**src/rtl/pc_fetch_pkg.sv**
```systemverilog
// pc_fetch_pkg: shared FSM state, default vectors and fetch-buffer entry type
package pc_fetch_pkg;
  localparam int FETCH_PC_W = 32;
  localparam logic [31:0] DEF_RESET_VECTOR = 32'h0000_0000;
  localparam logic [31:0] DEF_EXC_VECTOR = 32'h0000_0380;
  typedef enum logic [1:0] {S_IDLE, S_REQ, S_WAIT} fetch_state_e;
  typedef struct packed {
    logic [FETCH_PC_W-1:0] pc;
    logic [31:0] inst;
  } fetch_entry_t;
endpackage

```
**src/rtl/pc_fetch_ctrl_if.sv**
```systemverilog
// pc_fetch_ctrl_if: decode-side, redirect and instruction-memory signals of the fetch unit
interface pc_fetch_ctrl_if #(parameter int ADDR_W = 32);
  logic stall, redirect_valid, exc_valid;
  logic imem_req, imem_gnt, imem_rvalid, if_valid;
  logic [ADDR_W-1:0] redirect_pc, imem_addr, if_pc;
  logic [31:0] imem_rdata, if_inst;
  modport master(
    input stall, redirect_valid, redirect_pc, exc_valid, imem_gnt, imem_rvalid, imem_rdata,
    output imem_req, imem_addr, if_valid, if_inst, if_pc
  );
  modport slave(
    output stall, redirect_valid, redirect_pc, exc_valid, imem_gnt, imem_rvalid, imem_rdata,
    input imem_req, imem_addr, if_valid, if_inst, if_pc
  );
endinterface

```
**src/rtl/pc_fetch_ctrl_fifo.sv**
```systemverilog
// fetch_fifo: fetched-instruction buffer with wrap-around pointers; flush beats push and pop
module fetch_fifo
  import pc_fetch_pkg::*;
#(
  parameter int DEPTH = 2
) (
  input  logic clk,
  input  logic rst,
  input  logic push,
  input  logic pop,
  input  logic flush,
  input  fetch_entry_t din,
  output fetch_entry_t head,
  output logic [$clog2(DEPTH):0] count
);
  localparam int AW = $clog2(DEPTH);
  fetch_entry_t mem [DEPTH];
  logic [AW-1:0] wr, rd;
  assign head = mem[rd];
  always_ff @(posedge clk) begin
    if (push && !flush) mem[wr] <= din;
  end
  always_ff @(posedge clk) begin
    if (rst || flush) begin
      wr <= '0;
      rd <= '0;
      count <= '0;
    end else begin
      wr <= push ? wr + AW'(1) : wr;
      rd <= pop ? rd + AW'(1) : rd;
      count <= count + (AW+1)'(push) - (AW+1)'(pop);
    end
  end
endmodule

```
**src/rtl/pc_fetch_ctrl.sv**
```systemverilog
// pc_fetch_ctrl: single-outstanding instruction fetch with redirect/exception kill and fetch buffer
module pc_fetch_ctrl
  import pc_fetch_pkg::*;
#(
  parameter int ADDR_W = 32,
  parameter logic [ADDR_W-1:0] RESET_VECTOR = ADDR_W'(DEF_RESET_VECTOR),
  parameter logic [ADDR_W-1:0] EXC_VECTOR = ADDR_W'(DEF_EXC_VECTOR),
  parameter int FB_DEPTH = 2
) (
  input logic clk,
  input logic rst,
  pc_fetch_ctrl_if.master bus
);
  localparam int CW = $clog2(FB_DEPTH) + 1;
  fetch_state_e state;
  logic [ADDR_W-1:0] pc, req_pc, target, addr;
  logic req, kill, redirect, push, pop, valid, room, gnt_ev;
  logic [CW-1:0] count, count_next;
  fetch_entry_t head;
  assign redirect = bus.exc_valid | bus.redirect_valid;
  assign target = bus.exc_valid ? EXC_VECTOR : bus.redirect_pc;
  assign addr = {pc[ADDR_W-1:2], 2'b00};
  assign valid = count != '0;
  assign pop = valid && !bus.stall;
  assign push = state == S_WAIT && bus.imem_rvalid && !kill;
  assign gnt_ev = state == S_REQ && bus.imem_gnt;
  assign count_next = redirect ? '0 : count + CW'(push) - CW'(pop);
  assign room = count_next < CW'(FB_DEPTH);
  fetch_fifo #(.DEPTH(FB_DEPTH)) u_fifo (
    .clk(clk), .rst(rst), .push(push), .pop(pop), .flush(redirect),
    .din(fetch_entry_t'{pc: FETCH_PC_W'(req_pc), inst: bus.imem_rdata}),
    .head(head), .count(count)
  );
  always_ff @(posedge clk) begin
    if (rst) begin
      state <= S_IDLE;
      pc <= RESET_VECTOR;
      req_pc <= '0;
      kill <= 1'b0;
      req <= 1'b0;
    end else begin
      pc <= redirect ? target : gnt_ev ? pc + ADDR_W'(4) : pc;
      // a redirect while a response is owed marks that response for dropping
      kill <= gnt_ev ? redirect : state == S_WAIT ? !bus.imem_rvalid && (kill || redirect) : kill;
      case (state)
        S_IDLE: if (room) begin
          state <= S_REQ;
          req <= 1'b1;
        end
        S_REQ: if (bus.imem_gnt) begin
          state <= S_WAIT;
          req <= 1'b0;
          req_pc <= addr;
        end
        S_WAIT: if (bus.imem_rvalid) begin
          state <= room ? S_REQ : S_IDLE;
          req <= room;
        end
        default: begin
          state <= S_IDLE;
          req <= 1'b0;
        end
      endcase
    end
  end
  assign bus.imem_req = req;
  assign bus.imem_addr = addr;
  assign bus.if_valid = valid;
  assign bus.if_inst = valid ? head.inst : '0;
  assign bus.if_pc = valid ? ADDR_W'(head.pc) : '0;
endmodule

```
**src/flat_wrapper.sv**
```systemverilog
// flat-port wrapper written by rule: the top's interface ports become plain ports
module pc_fetch_ctrl_flat import pc_fetch_pkg::*;
#(
  parameter int ADDR_W = 32,
  parameter logic [ADDR_W-1:0] RESET_VECTOR = ADDR_W'(DEF_RESET_VECTOR),
  parameter logic [ADDR_W-1:0] EXC_VECTOR = ADDR_W'(DEF_EXC_VECTOR),
  parameter int FB_DEPTH = 2
)
  (clk, rst, bus_stall, bus_redirect_valid, bus_redirect_pc, bus_exc_valid, bus_imem_gnt, bus_imem_rvalid, bus_imem_rdata, bus_imem_req, bus_imem_addr, bus_if_valid, bus_if_inst, bus_if_pc);
  pc_fetch_ctrl_if #(.ADDR_W(ADDR_W)) bus_i ();
  input logic clk;
  input logic rst;
  input wire logic [$bits(bus_i.stall)-1:0] bus_stall;
  input wire logic [$bits(bus_i.redirect_valid)-1:0] bus_redirect_valid;
  input wire logic [$bits(bus_i.redirect_pc)-1:0] bus_redirect_pc;
  input wire logic [$bits(bus_i.exc_valid)-1:0] bus_exc_valid;
  input wire logic [$bits(bus_i.imem_gnt)-1:0] bus_imem_gnt;
  input wire logic [$bits(bus_i.imem_rvalid)-1:0] bus_imem_rvalid;
  input wire logic [$bits(bus_i.imem_rdata)-1:0] bus_imem_rdata;
  output wire logic [$bits(bus_i.imem_req)-1:0] bus_imem_req;
  output wire logic [$bits(bus_i.imem_addr)-1:0] bus_imem_addr;
  output wire logic [$bits(bus_i.if_valid)-1:0] bus_if_valid;
  output wire logic [$bits(bus_i.if_inst)-1:0] bus_if_inst;
  output wire logic [$bits(bus_i.if_pc)-1:0] bus_if_pc;
  assign bus_i.stall = bus_stall;
  assign bus_i.redirect_valid = bus_redirect_valid;
  assign bus_i.redirect_pc = bus_redirect_pc;
  assign bus_i.exc_valid = bus_exc_valid;
  assign bus_i.imem_gnt = bus_imem_gnt;
  assign bus_i.imem_rvalid = bus_imem_rvalid;
  assign bus_i.imem_rdata = bus_imem_rdata;
  assign bus_imem_req = bus_i.imem_req;
  assign bus_imem_addr = bus_i.imem_addr;
  assign bus_if_valid = bus_i.if_valid;
  assign bus_if_inst = bus_i.if_inst;
  assign bus_if_pc = bus_i.if_pc;
  pc_fetch_ctrl #(.ADDR_W(ADDR_W), .RESET_VECTOR(RESET_VECTOR), .EXC_VECTOR(EXC_VECTOR), .FB_DEPTH(FB_DEPTH)) u_core (.clk(clk), .rst(rst), .bus(bus_i));
endmodule
```
**config.mk**
```make
export PLATFORM = sky130hd
export DESIGN_NAME = pc_fetch_ctrl_flat
export DESIGN_NICKNAME = d
export VERILOG_FILES = /design/src/rtl/pc_fetch_pkg.sv /design/src/rtl/pc_fetch_ctrl_if.sv /design/src/rtl/pc_fetch_ctrl_fifo.sv /design/src/rtl/pc_fetch_ctrl.sv /design/src/flat_wrapper.sv
export SDC_FILE = /design/constraint.sdc
export NUM_CORES = 1
export LEC_CHECK = 0
export ABC_AREA = 1
export CELL_PAD_IN_SITES_DETAIL_PLACEMENT = 0
export CELL_PAD_IN_SITES_GLOBAL_PLACEMENT = 1
export CORE_UTILIZATION = 43
export DETAILED_ROUTE_END_ITERATION = 10
export DONT_BUFFER_PORTS = 1
export PLACE_DENSITY = 0.71
export SYNTH_ARGS = -nofsm -noshare
export SYNTH_HDL_FRONTEND = slang
export SYNTH_SLANG_ARGS = --single-unit
```
**constraint.sdc**
```tcl
create_clock -name clk -period 6.2 [get_ports clk]
set_clock_uncertainty 0.2 [all_clocks]
set_input_delay 0.62 -clock clk [delete_from_list [all_inputs] [get_ports clk]]
set_output_delay 0.62 -clock clk [all_outputs]
set_load 0.01 [all_outputs]
```
# Word-level counts from Yosys, hierarchy flattened
# Memories as Yosys holds them, arrays and structs flattened. A register that Yosys moved wholly into a read port is not among the register bits.
# Index checks and enable logic that the tools add are counted.
# Widths: inputs -> output; s select.
[op_classes]
n_eq_ne = 5
bitwise = 1
reduce_logical = 18
order_cmp = 1
add_sub_neg = 5
n_mux = 21
[ops]
columns = ["op", "n"]
rows = [
  ["$mux 32", 5],
  ["$add 32x3->32 const B", 1],
  ["$mux 1", 10],
  ["$mux 2", 4],
  ["$logic_and 1x1->1", 6],
  ["$pmux 2 s3", 1],
  ["$reduce_bool 2->1", 3],
  ["$logic_not 1->1", 4],
  ["$ne 2x2->1 const B", 2],
  ["$pmux 1 s3", 1],
  ["$reduce_and 3->1", 1],
  ["$add 1x1->1 const B", 2],
  ["$add 2x1->2", 1],
  ["$eq 2x1->1 const B", 1],
  ["$eq 2x2->1 const B", 1],
  ["$logic_not 2->1", 1],
  ["$logic_or 1x1->1", 2],
  ["$lt 2x2->1 const B", 1],
  ["$ne 2x1->1 const B", 1],
  ["$reduce_and 2->1", 1],
  ["$sub 2x1->2", 1],
  ["$or 1x1->1", 1],
]
[totals]
ff_bits = 70
n_memories = 1
wordCells = 60
out_inout_bits = 98
ram_bits = 124
[mem_list]
columns = ["memory", "words", "word_bits", "read_ports", "rd_clocked_by_memory_dff", "wr", "line_no", "text"]
rows = [
  ["u_core.u_fifo.mem", 2, 62, 1, 1, 1, "pc_fetch_ctrl_fifo.sv:17", "fetch_entry_t mem [DEPTH];"],
]

# Depth between registers and ports, before layout
# Gate-level depths: netlist (run 1).
[depth]
word_depth = 10
depth_mapped = 16
ltp_nobuf = 16

# Hierarchy
# A second synthesis (run 1) with hierarchy kept.
[hier_totals]
hier_cells = 909
area_unflattened_um2 = 9177.6
[modules_own_cells]
columns = ["module", "n_inst", "area_each_um2", "cells_per_inst", "seq_area_each_um2"]
rows = [
  ["fetch_fifo", 1, 5147.4, 228, 3943.8],
  ["pc_fetch_ctrl", 1, 4030.1, 681, 1281.2],
]

# Worst setup path before layout (run 1)
# OpenSTA, ideal clock, no wires.
[synth_path]
kind = "input to register"
from = "input port bus_redirect_valid"
to = "memory u_core.u_fifo.mem[1][0] (netlist bit) (enable)"
path_buffers = 1
t_arrival_ns = 5.308
setup_ns = 0.559
path_stages = 4
path_slack_ns = 0.134
cell_sequence = "nor2_4 inv_2 buf_2 nor3_1"
[synth_between]
elab_chain_len = 5
[synth_lines]
columns = ["item", "line_no", "text"]
rows = [
  ["start: declaration", "flat_wrapper.sv:14", "input wire logic [$bits(bus_i.redirect_valid)-1:0] bus_redirect_valid;"],
  ["$or 1x1->1", "pc_fetch_ctrl.sv:20", "assign redirect = bus.exc_valid | bus.redirect_valid;"],
  ["$logic_not 1->1", "pc_fetch_ctrl_fifo.sv:21", "if (push && !flush) mem[wr] <= din;"],
  ["$logic_and 1x1->1", "pc_fetch_ctrl_fifo.sv:21", ""],
  ["$mux 1", "pc_fetch_ctrl_fifo.sv:21", ""],
  ["$mux 1 (not written as such)", "pc_fetch_ctrl_fifo.sv:21", ""],
  ["end: declaration", "pc_fetch_ctrl_fifo.sv:17", ""],
]
# No other way between the ends.

==> results of run 1 <==
==> flip-flops by register name, indices dropped and copies added (netlist names), named ones only <==
register,count
u_core.u_fifo.mem,124
u_core.req_pc,30
u_core.bus.imem_req,1
u_core.u_fifo.rd,1
u_core.u_fifo.count,2
u_core.u_fifo.wr,1
u_core.pc,30
u_core.kill,1
u_core.state,2
==> layout by cell type (no fill, tap or decap), types with 2 or more instances in the layout <==
| cell type | n |
|---|---|
| clkinv_1 | 2 |
| nand2_1 | 299 |
| and2_1 | 3 |
| ha_1 | 3 |
| o21ai_0 | 43 |
| nor2_2 | 5 |
| clkinvlp_4 | 2 |
| inv_1 | 57 |
| inv_2 | 4 |
| a31oi_1 | 3 |
| nand3b_1 | 3 |
| nand3_1 | 39 |
| buf_4 | 6 |
| nor2_4 | 11 |
| conb_1 | 4 |
| clkbuf_16 | 17 |
| o21bai_1 | 4 |
| inv_6 | 3 |
| nand4_1 | 2 |
| edfxtp_1 | 124 |
| dfxtp_1 | 68 |
| inv_8 | 2 |
| bufinv_16 | 4 |
| nand2_2 | 5 |
| a21oi_1 | 129 |
| nor2_1 | 47 |
==> layer usage <==
metal	up-vias	track usage	routed length, µm
met4	0	0.05664	205
met5	-	0	0
li1	2992	-	-
met3	15	0.05605	1362
met2	189	0.3053	8552
met1	2733	0.2619	8946
==> power groups by stage <==
stage               combinational (mW)  sequential (mW)  clock [mW]
global placement                0.0855             1.45           0
CTS                             0.0883             1.42        1.19
finish                          0.0868             1.42        1.17
global route                     0.101             1.43        1.24
detailed placement              0.0878             1.45           0
floorplan                       0.0763             1.44           0
==> stage by stage <==
stage | util | setup slack [ns]
floorplan | - | 0.1335
global placement | 0.4508 | 2.709
detailed placement | 0.4508 | 2.643
CTS | 0.4843 | 2.815
global route | 0.4843 | 2.693
finish | 0.4843 | 2.858
==> logic make-up after synthesis <==
kind of cell	synth area share
other	0.0004514
AOI/OAI and AO/OA	0.1124
adders and majority gates	0.004519
DFF	0.6145
buffers and inverters	0.05407
xor gates and xnor gates	0.001055
and+or+nand+nor	0.2130
==> layout make-up <==
type / instances / area, µm²
Tap cell: 260 / 325.3
Clock buffer: 17 / 425.4
Clock inverter: 15 / 205.2
Timing Repair Buffer: 6 / 45.04
Fill cell: 1817 / 9711
Multi-Input combinational cell: 611 / 2784
Inverter: 61 / 229.0
Sequential cell: 193 / 5106
==> final timing paths <==
path                                   endpoint  cells after the start                         startpoint  slack [ns]
max                               bus_if_pc[19]                      4                           register        2.86
min               u_core.req_pc[2]$_SDFFE_PP0P_                      1                                rst        0.06
max reg2reg    u_core.bus.imem_req$_SDFFE_PP0P_                     14  u_core.u_fifo.count[1]$_SDFF_PP0_        3.42
min reg2reg  u_core.u_fifo.mem[1][56]$_DFFE_PP_                      0     u_core.req_pc[26]$_SDFFE_PP0P_        0.26
==> flow_metrics.tcl, run 1 <==
set metrics [dict create \
    grt_pass1_wl_mm 29.85 \
    via_count 5929 \
    start_util 0.4411 \
    slew_viol_final 0 \
    antenna_found_initial 0 \
    grt_max_degree 66 \
    firstDrtPassIters 5 \
    die_y_um 141.0 \
    hold_violations 0 \
    dpl.cell_count 1131 \
    wire_per_inst_um 16.39 \
    worst-path-max-fanout 63 \
    ys_warn_count 0 \
    seq_area_frac_synth 0.6146 \
    max_stage_delay_ns 0.87 \
    core_um2 18830 \
    post_cts_buffers 0 \
    dieArea_um2 19880 \
    power_density_nw_per_um2 293.5 \
    clockPowerShare 0.436 \
    grt_pass1_vias 5500 \
    ys_types 35 \
    p_seq_frac 0.531 \
    clock_path_buffers 2 \
    setup_viol 0 \
    layout-drive-gt1-share 0.07309 \
    crit_arrival_ns 2.52 \
    cts_hold_buf 0 \
    synth_edf_count 124 \
    whs_ns 0.06041 \
    gp_congestion 0.8235 \
    path_cells "buf_4 -> inv_2 -> nand2_1 -> a21oi_1" \
    cts_root_buf "clkbuf_16" \
    h-tree-depth 4 \
    startpoint_type "register" \
    layout.nets 964 \
    rows 50 \
    placed_area_um2 8489 \
    dp_hpwl_mm 12.53 \
    clkLatencyLatePin_ns 0.42 \
    p_comb_frac 0.032 \
    p_leak_nw 3.206 \
    power_mw 2.676 \
    syn_area_um2 8307 \
    async_reset_ff_frac 0 \
    synth_top_area_frac 0.4483 \
    num_antenna_cells 0 \
    drv_cap 0 \
    drt_drc_violations_left 0 \
    status "finished clean" \
    ys_seq_elements 193 \
    yosysMostFrequentCell "nand2_1" \
    cp.required_ns 5.38 \
    grt_usage 0.1945 \
    endpoint_kind "output pin" \
    yosys.area.top_type "edfxtp_1" \
    drtIter0Drc 232 \
    worstSetupPathType "register to output pin" \
    tritoncts "yes" \
    ant_nets 0 \
    die_w_um 141.0 \
    crit_buf_inv 2 \
    fin_setup_tns_ns 0 \
    synth_common_cells "nand2_1 (299), a21oi_1 (129), edfxtp_1 (124), dfxtp_1 (69), inv_1 (57)" \
    fmax_ghz 0.2992 \
    post-route-min-period_ns 3.342 \
    layout_worst_path_cycle_share 0.5391 \
    critical-path-top-delay-family "buffers and inverters" \
    avgSynthCellArea_um2 9.138 \
    worstMarginPinSlew_ns 1.062 \
    netlist_top_cells_area "edfxtp_1 (45%), dfxtp_1 (17%), nand2_1 (14%)" \
    ys.flop_type "edfxtp_1" \
    cts_buffers 17 \
    io_pins 169 \
    wirelength_mm 19.07 \
    fin_cells 1163 \
    vdd_drop_max_mv 0.1859 \
    cts_sinks 193 \
    p_sw_frac 0.2171 \
    area_growth_syn_to_layout_pct 9.791 \
    grt-ovfl-total 0 \
    synthCells 909 \
    slowest_stage "inv_2" \
    relSlewSlack 0.2910 \
    min_path_type "input pin to register" \
    internal_power_mw 2.095 \
    p_sw_mw 0.5811 \
    port_buffers 0 \
    via_per_inst 5.098 \
    cts_resized 0 \
    final_area_um2 9120 \
    path_clk_slew_ns 0.07 \
    rsz0062_at_grt "no" \
]
Power figures use the tool's default switching activity.
==> inputs of run 2 (changes only) <==
Settings changed: CORE_UTILIZATION 43 to 48, PLACE_DENSITY 0.71 to 0.76.
Clock period 6.2 ns to 3.45 ns, I/O delays scaled along.
==> run 2 against run 1 <==
  * Sequential share of layout area shrank 3.8 points
  * First-iteration DRC count grew 20%
  * Register-to-register slack lost 2.9 ns
  * Setup slack lost 2.4 ns
  * Die area shrank 10%
  * Global-route usage grew 2.5 points
  * Critical endpoint is now u_core.state[0]$_SDFFE_PP0P_
  * Highest routed layer unchanged
==> flow_metrics.tcl, run 2 (synthesized netlist as in run 1, its figures left out) <==
set metrics [dict create \
    status "finished clean" \
    path_clk_slew_ns 0.07 \
    wire_per_inst_um 16.00 \
    whs_ns 0.01355 \
    die_w_um 133.6 \
    via_per_inst 5.175 \
    layout_worst_path_cycle_share 0.8597 \
    dp_hpwl_mm 12.31 \
    startpoint_type "register" \
    regMostFlops "u_core.u_fifo.mem" \
    grt_pass1_wl_mm 30.06 \
    placed_area_um2 8486 \
    pre_cts_slack_ns 0.8518 \
    largest_reg_flops 124 \
    drt_drc_violations_left 0 \
    drv_cap 0 \
    grt_max_degree 65 \
    power_density_nw_per_um2 479.2 \
    cts_buffers 17 \
    final_common_cell "nand2_1" \
    layout_setup_ws_ns 0.4839 \
    most-common-layout-cells "nand2_1 (299), a21oi_1 (129), edfxtp_1 (124)" \
    fillers 1468 \
    core_um2 16760 \
    setup_viol 0 \
    min_path_type "input pin to register" \
    endpoint_kind "register" \
    num_antenna_cells 0 \
    rows 47 \
    layout-drive-gt1-share 0.07282 \
    ant_nets 0 \
    slew_viol_final 0 \
    clkLatencyLatePin_ns 0.42 \
    antenna_found_initial 0 \
    worst-path-max-fanout 3 \
    tritoncts "yes" \
    clock_path_buffers 2 \
    dieArea_um2 17840 \
    hold_violations 0 \
    worstSetupPathType "register to register" \
    final_area_um2 9786 \
    crit_arrival_ns 3.14 \
    fin_setup_tns_ns 0 \
    port_buffers 0 \
    fmax_ghz 0.3371 \
    grt-ovfl-total 0 \
    cts_resized 0 \
    start_util 0.4956 \
    grt_usage 0.2194 \
    post-route-min-period_ns 2.966 \
    grt_pass1_vias 5693 \
    final_util 0.5839 \
    cp.required_ns 3.62 \
    rsz0062_at_grt "no" \
    wirelength_mm 19.12 \
    via_count 6184 \
    relSlewSlack 0.2489 \
    p_leak_nw 3.516 \
    fin_cells 1195 \
    power_mw 4.690 \
    worstMarginPinSlew_ns 1.125 \
    drtIter0Drc 279 \
    cts_root_buf "clkbuf_16" \
    layout.nets 1036 \
    gp_congestion 0.8222 \
    dpl.cell_count 1093 \
    vdd_drop_max_mv 0.3469 \
    reg_top3 "u_core.u_fifo.mem (124), u_core.pc (30), u_core.req_pc (30)" \
    die_y_um 133.6 \
    cts_sinks 193 \
    io_pins 169 \
    h-tree-depth 4 \
    firstDrtPassIters 5 \
    area_growth_syn_to_layout_pct 17.80 \
]
run 2: layout make-up:
type | instances | area [µm²] | area share
multi-input combinational | 611 | 2790 | 0.2851
clock inverter | 15 | 163.9 | 0.01675
inverter | 61 | 229.0 | 0.02340
clock buffer | 17 | 425.4 | 0.04347
tap | 220 | 275.3 | 0.02813
timing repair buffer | 78 | 795.8 | 0.08132
sequential | 193 | 5106 | 0.5218
run 2: path summary, 6_finish.rpt:
path / start / endpoint / slack [ns] / depth (start not counted)
setup / recovery: u_core.state[1]$_SDFFE_PP0P_ / u_core.state[0]$_SDFFE_PP0P_ / 0.48 / 16
hold / removal: bus_exc_valid / u_core.pc[4]$_SDFFE_PP0P_ / 0.01 / 3
setup reg to reg: u_core.state[1]$_SDFFE_PP0P_ / u_core.state[0]$_SDFFE_PP0P_ / 0.48 / 16
hold reg to reg: u_core.req_pc[26]$_SDFFE_PP0P_ / u_core.u_fifo.mem[1][56]$_DFFE_PP_ / 0.25 / 0
run 2: power breakdown:
group | internal (mW) | total, mW | switching, mW
clock network | 0.974 | 1.90 | 0.922
registers | 2.49 | 2.55 | 0.0635
logic | 0.104 | 0.241 | 0.137
total | 3.57 | 4.69 | 1.12
run 2: routing by layer:
metal  up-vias  global-route usage  part of all wire
met4         0             0.05114            0.0074
met5         -                   0                 0
met1      2847              0.2979              0.45
li1       3138                   -                 -
met2       189              0.3556              0.48
met3        10             0.05327             0.062
run 2: what timing repair did:
action                                 4_1_cts  5_1_grt
buffers inserted                             0        0
endpoints found under the hold margin      121        0
hold buffers                                70        0
run 2: worst max-delay path, cell delays in order, from the launching register on:
cell and delay (ns):
dfxtp_1 0.34, inv_1 0.08, nor2_1 0.12, inv_1 0.07, nor3_1 0.22, inv_1 0.15
ha_1 0.29, inv_1 0.04, ha_1 0.18, inv_1 0.05, nand2_1 0.07, nand2_1 0.08
nand2_1 0.05, nand3_1 0.12, nand3b_1 0.14, a21oi_1 0.15, dlygate4sd3_1 0.56
